File: config.mk
export PLATFORM = sky130hd
export DESIGN_NAME = controller_multicycle
export DESIGN_NICKNAME = d
export VERILOG_FILES = /design/src/rtl/controller_multicycle_pkg.sv /design/src/rtl/controller_multicycle_alu_decoder.sv /design/src/rtl/controller_multicycle.sv
export SDC_FILE = /design/constraint.sdc
export NUM_CORES = 1
export LEC_CHECK = 0
export CORE_MARGIN = 4
export CORE_UTILIZATION = 48
export DETAILED_ROUTE_END_ITERATION = 8
export PLACE_DENSITY = 0.9
export SYNTH_ARGS = -nofsm -noshare
export SYNTH_HDL_FRONTEND = slang
export SYNTH_HIERARCHICAL = 1
export SYNTH_SLANG_ARGS = --single-unit
File: constraint.sdc
create_clock -name clk_i -period 7.3 [get_ports clk_i]
set_clock_uncertainty 0.05 [all_clocks]
set_input_delay 2.19 -clock clk_i [delete_from_list [all_inputs] [get_ports clk_i]]
set_output_delay 2.19 -clock clk_i [all_outputs]
set_load 0.05 [all_outputs]
File: src/rtl/controller_multicycle_pkg.sv
// Shared types and encodings for the RV32I multicycle controller: FSM states, opcodes,
// ALU/immediate/PC-source/write-back selects and the opcode classifier.
package controller_multicycle_pkg;

    typedef enum logic [2:0] {
        CS_FETCH     = 3'd0,
        CS_DECODE    = 3'd1,
        CS_EXECUTE   = 3'd2,
        CS_MEMORY    = 3'd3,
        CS_WRITEBACK = 3'd4,
        CS_TRAP      = 3'd5
    } ctrl_state_t;

    localparam logic [6:0] OPC_LUI    = 7'b0110111;
    localparam logic [6:0] OPC_AUIPC  = 7'b0010111;
    localparam logic [6:0] OPC_JAL    = 7'b1101111;
    localparam logic [6:0] OPC_JALR   = 7'b1100111;
    localparam logic [6:0] OPC_BRANCH = 7'b1100011;
    localparam logic [6:0] OPC_LOAD   = 7'b0000011;
    localparam logic [6:0] OPC_STORE  = 7'b0100011;
    localparam logic [6:0] OPC_OP_IMM = 7'b0010011;
    localparam logic [6:0] OPC_OP     = 7'b0110011;
    localparam logic [6:0] OPC_FENCE  = 7'b0001111;
    localparam logic [6:0] OPC_SYSTEM = 7'b1110011;

    localparam logic [3:0] ALU_NONE = 4'd0;
    localparam logic [3:0] ALU_ADD  = 4'd1;
    localparam logic [3:0] ALU_SUB  = 4'd2;
    localparam logic [3:0] ALU_SLL  = 4'd3;
    localparam logic [3:0] ALU_SLT  = 4'd4;
    localparam logic [3:0] ALU_SLTU = 4'd5;
    localparam logic [3:0] ALU_XOR  = 4'd6;
    localparam logic [3:0] ALU_SRL  = 4'd7;
    localparam logic [3:0] ALU_SRA  = 4'd8;
    localparam logic [3:0] ALU_OR   = 4'd9;
    localparam logic [3:0] ALU_AND  = 4'd10;

    localparam logic [2:0] IMM_NONE = 3'd0;
    localparam logic [2:0] IMM_I    = 3'd1;
    localparam logic [2:0] IMM_S    = 3'd2;
    localparam logic [2:0] IMM_B    = 3'd3;
    localparam logic [2:0] IMM_U    = 3'd4;
    localparam logic [2:0] IMM_J    = 3'd5;

    localparam logic [1:0] PCSRC_SEQ = 2'd0;
    localparam logic [1:0] PCSRC_BR  = 2'd1;
    localparam logic [1:0] PCSRC_ALU = 2'd2;

    localparam logic [1:0] WB_ALU = 2'd0;
    localparam logic [1:0] WB_MEM = 2'd1;
    localparam logic [1:0] WB_PC4 = 2'd2;

    typedef enum logic [3:0] {
        CLS_ILLEGAL = 4'd0,
        CLS_OP      = 4'd1,
        CLS_OP_IMM  = 4'd2,
        CLS_LOAD    = 4'd3,
        CLS_STORE   = 4'd4,
        CLS_BRANCH  = 4'd5,
        CLS_JAL     = 4'd6,
        CLS_JALR    = 4'd7,
        CLS_LUI     = 4'd8,
        CLS_AUIPC   = 4'd9,
        CLS_FENCE   = 4'd10,
        CLS_SYSTEM  = 4'd11
    } instr_class_t;

    function automatic instr_class_t classify(input logic [6:0] opcode);
        instr_class_t cls;
        case (opcode)
            OPC_OP:     cls = CLS_OP;
            OPC_OP_IMM: cls = CLS_OP_IMM;
            OPC_LOAD:   cls = CLS_LOAD;
            OPC_STORE:  cls = CLS_STORE;
            OPC_BRANCH: cls = CLS_BRANCH;
            OPC_JAL:    cls = CLS_JAL;
            OPC_JALR:   cls = CLS_JALR;
            OPC_LUI:    cls = CLS_LUI;
            OPC_AUIPC:  cls = CLS_AUIPC;
            OPC_FENCE:  cls = CLS_FENCE;
            OPC_SYSTEM: cls = CLS_SYSTEM;
            default:    cls = CLS_ILLEGAL;
        endcase
        return cls;
    endfunction

endpackage

File: src/rtl/controller_multicycle_alu_decoder.sv
// Combinational ALU-function decode and funct3/funct7 legality check for one instruction class.
module controller_multicycle_alu_decoder
    import controller_multicycle_pkg::*;
(
    input  instr_class_t i_class,
    input  logic [2:0]   i_funct3,
    input  logic [6:0]   i_funct7,
    output logic [3:0]   o_alu_function,
    output logic         o_legal
);

    logic w_f7_zero;
    logic w_f7_alt;

    assign w_f7_zero = (i_funct7 == 7'b0000000);
    assign w_f7_alt  = (i_funct7 == 7'b0100000);

    always_comb begin
        o_alu_function = ALU_ADD;
        o_legal        = 1'b1;
        case (i_class)
            CLS_OP, CLS_OP_IMM: begin
                case (i_funct3)
                    3'b000:  o_alu_function = (i_class == CLS_OP && i_funct7[5]) ? ALU_SUB : ALU_ADD;
                    3'b001:  o_alu_function = ALU_SLL;
                    3'b010:  o_alu_function = ALU_SLT;
                    3'b011:  o_alu_function = ALU_SLTU;
                    3'b100:  o_alu_function = ALU_XOR;
                    3'b101:  o_alu_function = i_funct7[5] ? ALU_SRA : ALU_SRL;
                    3'b110:  o_alu_function = ALU_OR;
                    default: o_alu_function = ALU_AND;
                endcase
                // OP-IMM only constrains funct7 on shifts, where it carries the shift type.
                if (i_class == CLS_OP) begin
                    o_legal = w_f7_zero || (w_f7_alt && (i_funct3 == 3'b000 || i_funct3 == 3'b101));
                end else if (i_funct3 == 3'b001) begin
                    o_legal = w_f7_zero;
                end else if (i_funct3 == 3'b101) begin
                    o_legal = w_f7_zero || w_f7_alt;
                end
            end
            CLS_BRANCH: begin
                o_alu_function = i_funct3[2] ? (i_funct3[1] ? ALU_SLTU : ALU_SLT) : ALU_SUB;
                o_legal        = (i_funct3[2:1] != 2'b01);
            end
            CLS_LOAD: begin
                o_legal = (i_funct3 inside {3'b000, 3'b001, 3'b010, 3'b100, 3'b101});
            end
            CLS_STORE: begin
                o_legal = (i_funct3 inside {3'b000, 3'b001, 3'b010});
            end
            CLS_JALR: begin
                o_legal = (i_funct3 == 3'b000);
            end
            CLS_FENCE: begin
                o_alu_function = ALU_NONE;
                o_legal        = (i_funct3 == 3'b000 || i_funct3 == 3'b001);
            end
            CLS_SYSTEM: begin
                o_alu_function = ALU_NONE;
                o_legal        = (i_funct3 == 3'b000);
            end
            CLS_JAL, CLS_LUI, CLS_AUIPC: begin
                o_alu_function = ALU_ADD;
            end
            default: begin
                o_alu_function = ALU_NONE;
                o_legal        = 1'b0;
            end
        endcase
    end

endmodule

File: src/rtl/controller_multicycle.sv
// Multicycle RV32I control FSM (FETCH/DECODE/EXECUTE/MEMORY/WRITEBACK) driving the data path.
// Optional ILLEGAL_TRAP_EN: illegal instructions halt in TRAP and raise sticky illegal_o.
module controller_multicycle
    import controller_multicycle_pkg::*;
#(
    parameter int unsigned MEM_TIMEOUT = 16
) (
    input  logic        clk_i,
    input  logic        rst_i,
    input  logic [31:0] instruction_i,
    input  logic        zero_i,
    input  logic        lt_i,
    input  logic        imem_valid_i,
    input  logic        dmem_ready_i,
    output logic        imem_req_o,
    output logic        ir_load_o,
    output logic        pc_write_o,
    output logic [1:0]  pc_src_o,
    output logic        reg_write_enable_o,
    output logic [1:0]  wb_sel_o,
    output logic        alu_src_1_o,
    output logic        alu_src_2_o,
    output logic [2:0]  imm_gen_sel_o,
    output logic [3:0]  alu_function_o,
    output logic        dmem_req_o,
    output logic        dmem_we_o,
    output logic [2:0]  dmem_size_o,
    output logic        instr_retired_o,
    output logic        bus_error_o,
`ifdef ILLEGAL_TRAP_EN
    output logic        illegal_o,
`endif
    output logic [2:0]  dbg_state_o
);

    localparam logic [2:0] ST_FETCH     = CS_FETCH;
    localparam logic [2:0] ST_DECODE    = CS_DECODE;
    localparam logic [2:0] ST_EXECUTE   = CS_EXECUTE;
    localparam logic [2:0] ST_MEMORY    = CS_MEMORY;
    localparam logic [2:0] ST_WRITEBACK = CS_WRITEBACK;
    localparam logic [2:0] ST_TRAP      = CS_TRAP;

    localparam bit          TMO_EN   = (MEM_TIMEOUT != 0);
    localparam logic [15:0] TMO_LAST = TMO_EN ? 16'(MEM_TIMEOUT - 1) : 16'd0;

    logic [2:0]   r_state;
    logic [2:0]   w_next_state;
    logic [15:0]  r_wait_cnt;
    logic         r_bus_error;
    instr_class_t w_class;
    logic [2:0]   w_funct3;
    logic [3:0]   w_alu_fn;
    logic         w_legal;
    logic         w_waiting;
    logic         w_ready;
    logic         w_timeout;
    logic         w_taken;
    logic         w_operands_on;
    logic         w_src1;
    logic         w_src2;
    logic [2:0]   w_imm_sel;
    logic [1:0]   w_wb_sel;
    logic [1:0]   w_jump_src;
    logic         w_unused_bits;

    assign w_class       = classify(instruction_i[6:0]);
    assign w_funct3      = instruction_i[14:12];
    assign w_unused_bits = ^{instruction_i[24:15], instruction_i[11:7]};

    controller_multicycle_alu_decoder u_alu_decoder (
        .i_class        (w_class),
        .i_funct3       (w_funct3),
        .i_funct7       (instruction_i[31:25]),
        .o_alu_function (w_alu_fn),
        .o_legal        (w_legal)
    );

    assign w_waiting = (r_state == ST_FETCH) || (r_state == ST_MEMORY);
    assign w_ready   = (r_state == ST_FETCH) ? imem_valid_i : dmem_ready_i;
    // A ready arriving in the last allowed wait cycle completes normally.
    assign w_timeout = TMO_EN && w_waiting && !w_ready && (r_wait_cnt == TMO_LAST);
    assign w_taken   = (w_funct3[2] ? lt_i : zero_i) ^ w_funct3[0];
    assign w_operands_on = (r_state == ST_DECODE) || (r_state == ST_EXECUTE) ||
                           (r_state == ST_MEMORY) || (r_state == ST_WRITEBACK);

    always_comb begin
        w_next_state = r_state;
        case (r_state)
            ST_FETCH: begin
                if (imem_valid_i) w_next_state = ST_DECODE;
            end
            ST_DECODE: begin
                if (w_legal) begin
                    w_next_state = ST_EXECUTE;
                end else begin
`ifdef ILLEGAL_TRAP_EN
                    w_next_state = ST_TRAP;
`else
                    w_next_state = ST_FETCH;
`endif
                end
            end
            ST_EXECUTE: begin
                case (w_class)
                    CLS_LOAD, CLS_STORE:                w_next_state = ST_MEMORY;
                    CLS_BRANCH, CLS_FENCE, CLS_SYSTEM:  w_next_state = ST_FETCH;
                    default:                            w_next_state = ST_WRITEBACK;
                endcase
            end
            ST_MEMORY: begin
                if (dmem_ready_i) begin
                    w_next_state = (w_class == CLS_STORE) ? ST_FETCH : ST_WRITEBACK;
                end else if (w_timeout) begin
                    w_next_state = ST_FETCH;
                end
            end
            ST_WRITEBACK: w_next_state = ST_FETCH;
            ST_TRAP:      w_next_state = ST_TRAP;
            default:      w_next_state = ST_FETCH;
        endcase
    end

    always_ff @(posedge clk_i or negedge rst_i) begin
        if (!rst_i) begin
            r_state     <= ST_FETCH;
            r_wait_cnt  <= 16'd0;
            r_bus_error <= 1'b0;
        end else begin
            r_state <= w_next_state;
            // A timed-out fetch stays in FETCH, so it must restart the count explicitly.
            if (w_next_state != r_state || w_timeout) begin
                r_wait_cnt <= 16'd0;
            end else if (w_waiting && r_wait_cnt != 16'hFFFF) begin
                r_wait_cnt <= r_wait_cnt + 16'd1;
            end
            if (w_timeout) r_bus_error <= 1'b1;
        end
    end

`ifdef ILLEGAL_TRAP_EN
    logic r_illegal;

    always_ff @(posedge clk_i or negedge rst_i) begin
        if (!rst_i) begin
            r_illegal <= 1'b0;
        end else if (r_state == ST_DECODE && !w_legal) begin
            r_illegal <= 1'b1;
        end
    end

    assign illegal_o = r_illegal;
`endif

    always_comb begin
        w_src1     = 1'b0;
        w_src2     = 1'b0;
        w_imm_sel  = IMM_NONE;
        w_wb_sel   = WB_ALU;
        w_jump_src = PCSRC_SEQ;
        case (w_class)
            CLS_OP_IMM: begin w_src2 = 1'b1; w_imm_sel = IMM_I; end
            CLS_LOAD:   begin w_src2 = 1'b1; w_imm_sel = IMM_I; w_wb_sel = WB_MEM; end
            CLS_STORE:  begin w_src2 = 1'b1; w_imm_sel = IMM_S; end
            CLS_BRANCH: begin w_imm_sel = IMM_B; end
            CLS_JAL:    begin w_imm_sel = IMM_J; w_wb_sel = WB_PC4; w_jump_src = PCSRC_BR; end
            CLS_JALR: begin
                w_src2     = 1'b1;
                w_imm_sel  = IMM_I;
                w_wb_sel   = WB_PC4;
                w_jump_src = PCSRC_ALU;
            end
            CLS_LUI:    begin w_src2 = 1'b1; w_imm_sel = IMM_U; end
            CLS_AUIPC:  begin w_src1 = 1'b1; w_src2 = 1'b1; w_imm_sel = IMM_U; end
            default: ;
        endcase
    end

    // Everything is gated by rst_i so a mid-operation reset drops requests without waiting for a clock.
    always_comb begin
        imem_req_o         = 1'b0;
        ir_load_o          = 1'b0;
        pc_write_o         = 1'b0;
        pc_src_o           = PCSRC_SEQ;
        reg_write_enable_o = 1'b0;
        wb_sel_o           = WB_ALU;
        alu_src_1_o        = 1'b0;
        alu_src_2_o        = 1'b0;
        imm_gen_sel_o      = IMM_NONE;
        alu_function_o     = ALU_NONE;
        dmem_req_o         = 1'b0;
        dmem_we_o          = 1'b0;
        dmem_size_o        = 3'd0;
        instr_retired_o    = 1'b0;
        if (rst_i) begin
            if (w_operands_on) begin
                alu_src_1_o    = w_src1;
                alu_src_2_o    = w_src2;
                imm_gen_sel_o  = w_imm_sel;
                alu_function_o = w_alu_fn;
            end
            case (r_state)
                ST_FETCH: begin
                    imem_req_o = 1'b1;
                    ir_load_o  = imem_valid_i;
                    pc_write_o = w_timeout;
                end
                ST_DECODE: begin
`ifndef ILLEGAL_TRAP_EN
                    if (!w_legal) begin
                        pc_write_o      = 1'b1;
                        instr_retired_o = 1'b1;
                    end
`endif
                end
                ST_EXECUTE: begin
                    if (w_class == CLS_BRANCH) begin
                        pc_write_o      = 1'b1;
                        pc_src_o        = w_taken ? PCSRC_BR : PCSRC_SEQ;
                        instr_retired_o = 1'b1;
                    end else if (w_class == CLS_FENCE || w_class == CLS_SYSTEM) begin
                        pc_write_o      = 1'b1;
                        instr_retired_o = 1'b1;
                    end
                end
                ST_MEMORY: begin
                    dmem_req_o  = 1'b1;
                    dmem_we_o   = (w_class == CLS_STORE);
                    dmem_size_o = w_funct3;
                    if (dmem_ready_i) begin
                        if (w_class == CLS_STORE) begin
                            pc_write_o      = 1'b1;
                            instr_retired_o = 1'b1;
                        end
                    end else if (w_timeout) begin
                        pc_write_o = 1'b1;
                    end
                end
                ST_WRITEBACK: begin
                    reg_write_enable_o = 1'b1;
                    wb_sel_o           = w_wb_sel;
                    pc_write_o         = 1'b1;
                    pc_src_o           = w_jump_src;
                    instr_retired_o    = 1'b1;
                end
                default: ;
            endcase
        end
    end

    assign bus_error_o = rst_i & (r_bus_error | w_timeout);
    assign dbg_state_o = r_state;

endmodule

# Word-level counts from Yosys, hierarchy flattened
# Cells that the tools add are included.
[classes]
add_sub_neg = 1
n_eq_ne = 38
n_mux = 64
n_bitwise = 3
n_reduce_logical = 32
[op_table]
columns = ["cell", "count"]
rows = [
  ["one-hot mux 4 bit (11 select lines)", 1],
  ["two-way mux 1 bit", 33],
  ["two-way mux 16 bit", 2],
  ["one-hot mux 3 bit (5 select lines)", 2],
  ["== test 7 x 6 -> 1 bit (second input constant)", 4],
  ["== test 7 bit (second input constant)", 4],
  ["one-hot mux 4 bit (7 select lines)", 1],
  ["two-way mux 3 bit", 8],
  ["adder 16 x 1 -> 16 bit (second input constant)", 1],
  ["== test 16 x 4 -> 1 bit (second input constant)", 1],
  ["== test 4 x 3 -> 1 bit (second input constant)", 4],
  ["== test 4 bit (second input constant)", 4],
  ["two-way mux 4 bit", 4],
  ["!= test 16 bit (second input constant)", 1],
  ["== test 3 bit (second input constant)", 5],
  ["== test 7 x 5 -> 1 bit (second input constant)", 2],
  ["== test 3 x 2 -> 1 bit (second input constant)", 4],
  ["one-hot mux 2 bit (2 select lines)", 3],
  ["one-hot mux 4 bit (3 select lines)", 1],
  ["OR reduction 6 bit", 2],
  ["logical OR 1 bit", 10],
  ["two-way mux 2 bit", 5],
  ["OR reduction 2 bit", 5],
  ["OR reduction 3 bit", 3],
  ["other kinds (21)", 28],
]
[totals]
register_bits = 20
output_inout_bits = 27

# Longest topological paths before layout
[depth]
depth_word = 11
depth_mapped = 16
ltp_nobuf = 13

# Cells and area by module
# The synthesis kept the hierarchy.
[by_module_without_submodules]
columns = ["module", "instances", "cells_per_inst", "area_each_um2", "seq_area_each_um2"]
rows = [
  ["controller_multicycle", 1, 229, 1752.9, 500.5],
  ["controller_multicycle_alu_decoder", 1, 58, 359.1, 0.0],
]

# Worst setup path after synthesis
# Ideal clock, no wire load.
[synth_timing]
path_type = "input to output"
start = "in rst_i"
end = "out pc_src_o[1]"
arrival_time_ns = 5.170
t_required_ns = 5.060
slack_ns = -0.110
cell_stages = 3
n_path_buf = 0
path_cell_list = "nor3b_1 > nand2_1 > nor4_1"
[synth_between]
elab_chain_len = 1
[synth_rtl]
columns = ["item", "line_no", "text"]
rows = [
  ["start, declared", "controller_multicycle.sv:9", "input logic rst_i,"],
  ["two-way mux 2 bit", "controller_multicycle.sv:194", "if (rst_i) begin"],
  ["end, declared", "controller_multicycle.sv:18", "output logic [1:0] pc_src_o,"],
]
# Every way passes these cells.

# Worst setup path in the final report
[layout_timing]
start = "in instruction_i[5]"
end = "out pc_write_o"
[layout_between]
elab_chain_len = 8
elab_cells_between_ends = 36
cone_classes = "eq/ne (22); mux (10); reduce/logical (4)"
[layout_rtl]
columns = ["item", "line_no", "text"]
rows = [
  ["start, declared", "controller_multicycle.sv:10", "input logic [31:0] instruction_i,"],
  ["== test 7 bit, or another cell as far along", "controller_multicycle_pkg.sv:70", "case (opcode)"],
  ["one-hot mux 4 bit (11 select lines) (*)", "controller_multicycle_pkg.sv:70", ""],
  ["net w_class[1]", "controller_multicycle.sv:50", "instr_class_t w_class;"],
  ["== test 4 x 3 -> 1 bit, or another cell as far along", "controller_multicycle_alu_decoder.sv:21", "case (i_class)"],
  ["OR reduction 3 bit, or another cell as far along", "controller_multicycle_alu_decoder.sv:21", ""],
  ["one-hot mux 1 bit (7 select lines) (*)", "controller_multicycle_alu_decoder.sv:21", ""],
  ["net w_legal", "controller_multicycle.sv:53", "logic w_legal;"],
  ["two-way mux 1 bit (*)", "controller_multicycle.sv:209", "if (!w_legal) begin"],
  ["one-hot mux 1 bit (5 select lines) (*)", "controller_multicycle.sv:201", "case (r_state)"],
  ["two-way mux 1 bit (*)", "controller_multicycle.sv:194", ""],
  ["end, declared", "controller_multicycle.sv:17", "output logic pc_write_o,"],
]
# Mark *: on every way through the listed nets, which the timed path passes. The rest lies on a longest branch.

==> key figures <==
Worst setup path
  – Worst Path Required: 5060 ps
  – Flop-to-flop setup slack: 4930 ps
  – Crit Path Class: input port to output port
  – Reg2reg end: r_wait_cnt[14]$_DFFE_PN0P_
  – Startpoint class of the critical path: input port
  – Critical Path Slowest Stage Cell: clkdlybuf4s50_1
  – Worst R2R Path Depth: 5
  – Most frequent CP cell: buf_4
  – FF-to-FF Start: dbg_state_o[1]$_DFF_PN0_
  – Largest stage delay, worst path: 510 ps
  – Worst setup EP type: output port
  – Worst-path fanout max: 7
  – Arrival @ worst endpoint: 4920 ps
  – CP cell instances: clkdlybuf4s50_1, and2_4, a21oi_1, o32a_1, nor2_1, buf_4, buf_4, buf_4, a21oi_1, o21bai_1, o211ai_1, nor2b_1, a311oi_1, o22a_1, a21oi_2, buf_12

GRT
  – Initial antenna violation count: 0
  – Global-route wire length before repair: 10,400 um
  – Total gr overflow: 0
  – All-Layer GR Usage: 0.236
  – Number of global-route vias before repair: 2,300
  – Largest net degree at the start of global routing: 22

STA
  – Worst-margin pin slew: 611 ps
  – Final setup margin: 142 ps
  – Final hold violation count: 0
  – Setup TNS: 0 ps
  – Fmax: 140 MHz
  – Worst slew margin: 0.593
  – Fin crit period: 7160 ps
  – Final setup violation count: 0
  – Fin crit share: 0.981
  – Slew Limit Fails: 0

Drt
  – DRT iter0 DRCs: 307
  – Final wirelength: 6470 um
  – Residual DRC: 0
  – DRT antenna net count: 0
  – Drt wl/cell: 16.2 um
  – Via/cell ratio: 6.41
  – Drt pass-1 iters: 6
  – Vias: 2,562

Power and ir drop
  – Leak pwr: 1.17 nW
  – PD cells: 126 mW/mm^2
  – Max VDD drop: 163 uV

Clock tree
  – Num CTS Buffers: 3
  – Clock Path Buffers: 2
  – Worst-Skew Late Latency: 260 ps
  – Clk slew on worst S/H paths: 80 ps
  – CTS tree: done
  – Clk sinks: 20
  – CTS H-tree lvls: 1
  – # hold bufs at CTS: 0
  – Clock root buffer: clkbuf_8

Synthesis
  – Syn_nets: 326
  – Cell variety after synth: 62
  – Top cell type's share of synthesized area: 0.237
  – Top_reg_cell synth: dfrtp_1
  – Yosys Warn Count: 6
  – Syn avg cell area: 7.36 sq um
  – Post-Synthesis Cells: 287
  – Post-synth EDFFs: 0
  – Cell area after synthesis: 0.00211 sq mm
  – Largest area contributor in the netlist: dfrtp_1
  – Synth top area cells: dfrtp_1, nor2_1, nand2_1
  – Seq/Total Area, Yosys: 0.237
  – Most common cell in the netlist: nor2_1
  – Commonest cells post-synth: nor2_1, nand2_1, dfrtp_1, a21oi_1, nor3_1
  – Asr flop ratio synth: 1.00
  – Post-synthesis register bit count: 20

Die
  – Die Footprint: 0.00552 sq mm
  – Die height: 74.3 um
  – I/O pin count: 65
  – Initial Util: 0.513
  – Rows: 23
  – Core area: 0.00412 sq mm
  – Die W: 74.3 um

Layout
  – Area occupied by multi-input gates: 0.00153 sq mm
  – Fill count: 338
  – N_diodes: 0
  – Synth-to-Final Area Change: 38.2%
  – Reg area: 500 sq um
  – Final #Nets: 390
  – Share of cells above drive strength 1: 0.186

Run
  – Max cap viols: 0

Hold path
  – Worst Hold Path EP: r_bus_error$_DFFE_PN0P_
  – Hold Crit Class: flop to flop
  – Cell depth of the worst min-delay path: 1
  – Hold path startpoint: r_bus_error$_DFFE_PN0P_

Placement
  – Placer congestion estimate: 0.941
  – Detailed Place HPWL: 4830 um
  – Dpl ws: -0.564 ps
  – IO Port Bufs: 49

Run status
  – Outcome: finished, final reports clean
[stage by stage]
stage / util / hold WS (ps) / instance area (sq um) / total power (W) / cells
2_1_floorplan: - / 372 / 2120 / 0.000206 / 287
3_3_place_gp: 0.670 / 383 / 2760 / 0.000251 / 389
3_5_place_dp: 0.670 / 394 / 2760 / 0.000254 / 389
4_1_cts: 0.689 / 413 / 2840 / 0.000365 / 394
5_1_grt: 0.709 / 420 / 2920 / 0.000386 / 400
6_report: 0.709 / 405 / 2920 / 0.000369 / 400
[repair_timing]
action / in CTS / in global routing
setup endpoints to repair: 1 / 2
pin swaps: 1 / 3
setup buffers: 1 / 6
gates resized for setup: 0 / 11
[worst max-delay path, delay by kind of cell]
| family | cells | cell delay [ps] |
|---|---|---|
| AO/OA/AOI/OAI | 8 | 1230 |
| buffers and inverters | 5 | 1070 |
| AND/OR/NAND/NOR | 3 | 430 |
[kinds of logic (layout without fill, tap and decap cells)]
family / Yosys count / count (layout) / share of synthesized area
adder cells (fa/ha/maj): 1 / 1 / 0.00592
AND/OR/NAND/NOR: 152 / 152 / 0.387
flip-flops: 20 / 20 / 0.237
AO/OA/AOI/OAI: 71 / 71 / 0.236
buffers and inverters: 25 / 88 / 0.0563
XOR/XNOR: 13 / 13 / 0.0539
multiplexers: 5 / 5 / 0.0237
[metal layers]
| metal | wire length (um) | GRT usage | vias up |
|---|---|---|---|
| met5 | 0 | 0 | - |
| met4 | 163 | 0.101 | 0 |
| met3 | 650 | 0.0243 | 22 |
| met2 | 3230 | 0.415 | 171 |
| met1 | 2430 | 0.292 | 1174 |
| li1 | - | - | 1195 |
[cell usage in the layout (no fill, tap or decap), types with 8 or more instances in the layout]
cell type        instances
a21oi_1                 16
o21ai_0                 10
nor4_1                   8
and2_1                  10
nor2_1                  29
buf_4                   40
nand2_1                 27
clkdlybuf4s50_1         29
nor3_1                  16
nand2b_1                 8
and3_1                   9
nor2b_1                  9
dfrtp_1                 20
[final cells by class]
type | instances | area share
sequential | 20 | 0.171
timing repair buffer | 77 | 0.249
tap | 50 | 0.0214
clock inverter | 1 | 0.0103
clock buffer | 3 | 0.0141
inverter | 7 | 0.00900
multi-input combinational | 242 | 0.524
[worst max-delay path by stage]
| stage | start | cells past startpoint | slack (ps) | endpoint |
|---|---|---|---|---|
| after global routing | instruction_i[3] | 15 | -30 | pc_write_o |
| after detailed placement | instruction_i[6] | 16 | -0.6 | pc_write_o |
| after global placement | instruction_i[6] | 16 | 80 | pc_write_o |
| after CTS | instruction_i[6] | 16 | 5 | pc_write_o |
| final | instruction_i[5] | 16 | 140 | pc_write_o |
| after floorplan | instruction_i[6] | 14 | 140 | pc_write_o |
[sequential cells by signal (all words and copies together) (netlist names)]
register	flops
r_wait_cnt	16
dbg_state_o	3
r_bus_error	1
[power by group]
| group | internal [W] | total (W) | switching, W |
|---|---|---|---|
| clock network | 0.0000732 | 0.000111 | 0.0000373 |
| logic | 0.0000575 | 0.000134 | 0.0000767 |
| registers | 0.000115 | 0.000124 | 0.00000930 |
| total | 0.000246 | 0.000369 | 0.000123 |
Note: power is estimated with default switching activity, not from simulation.
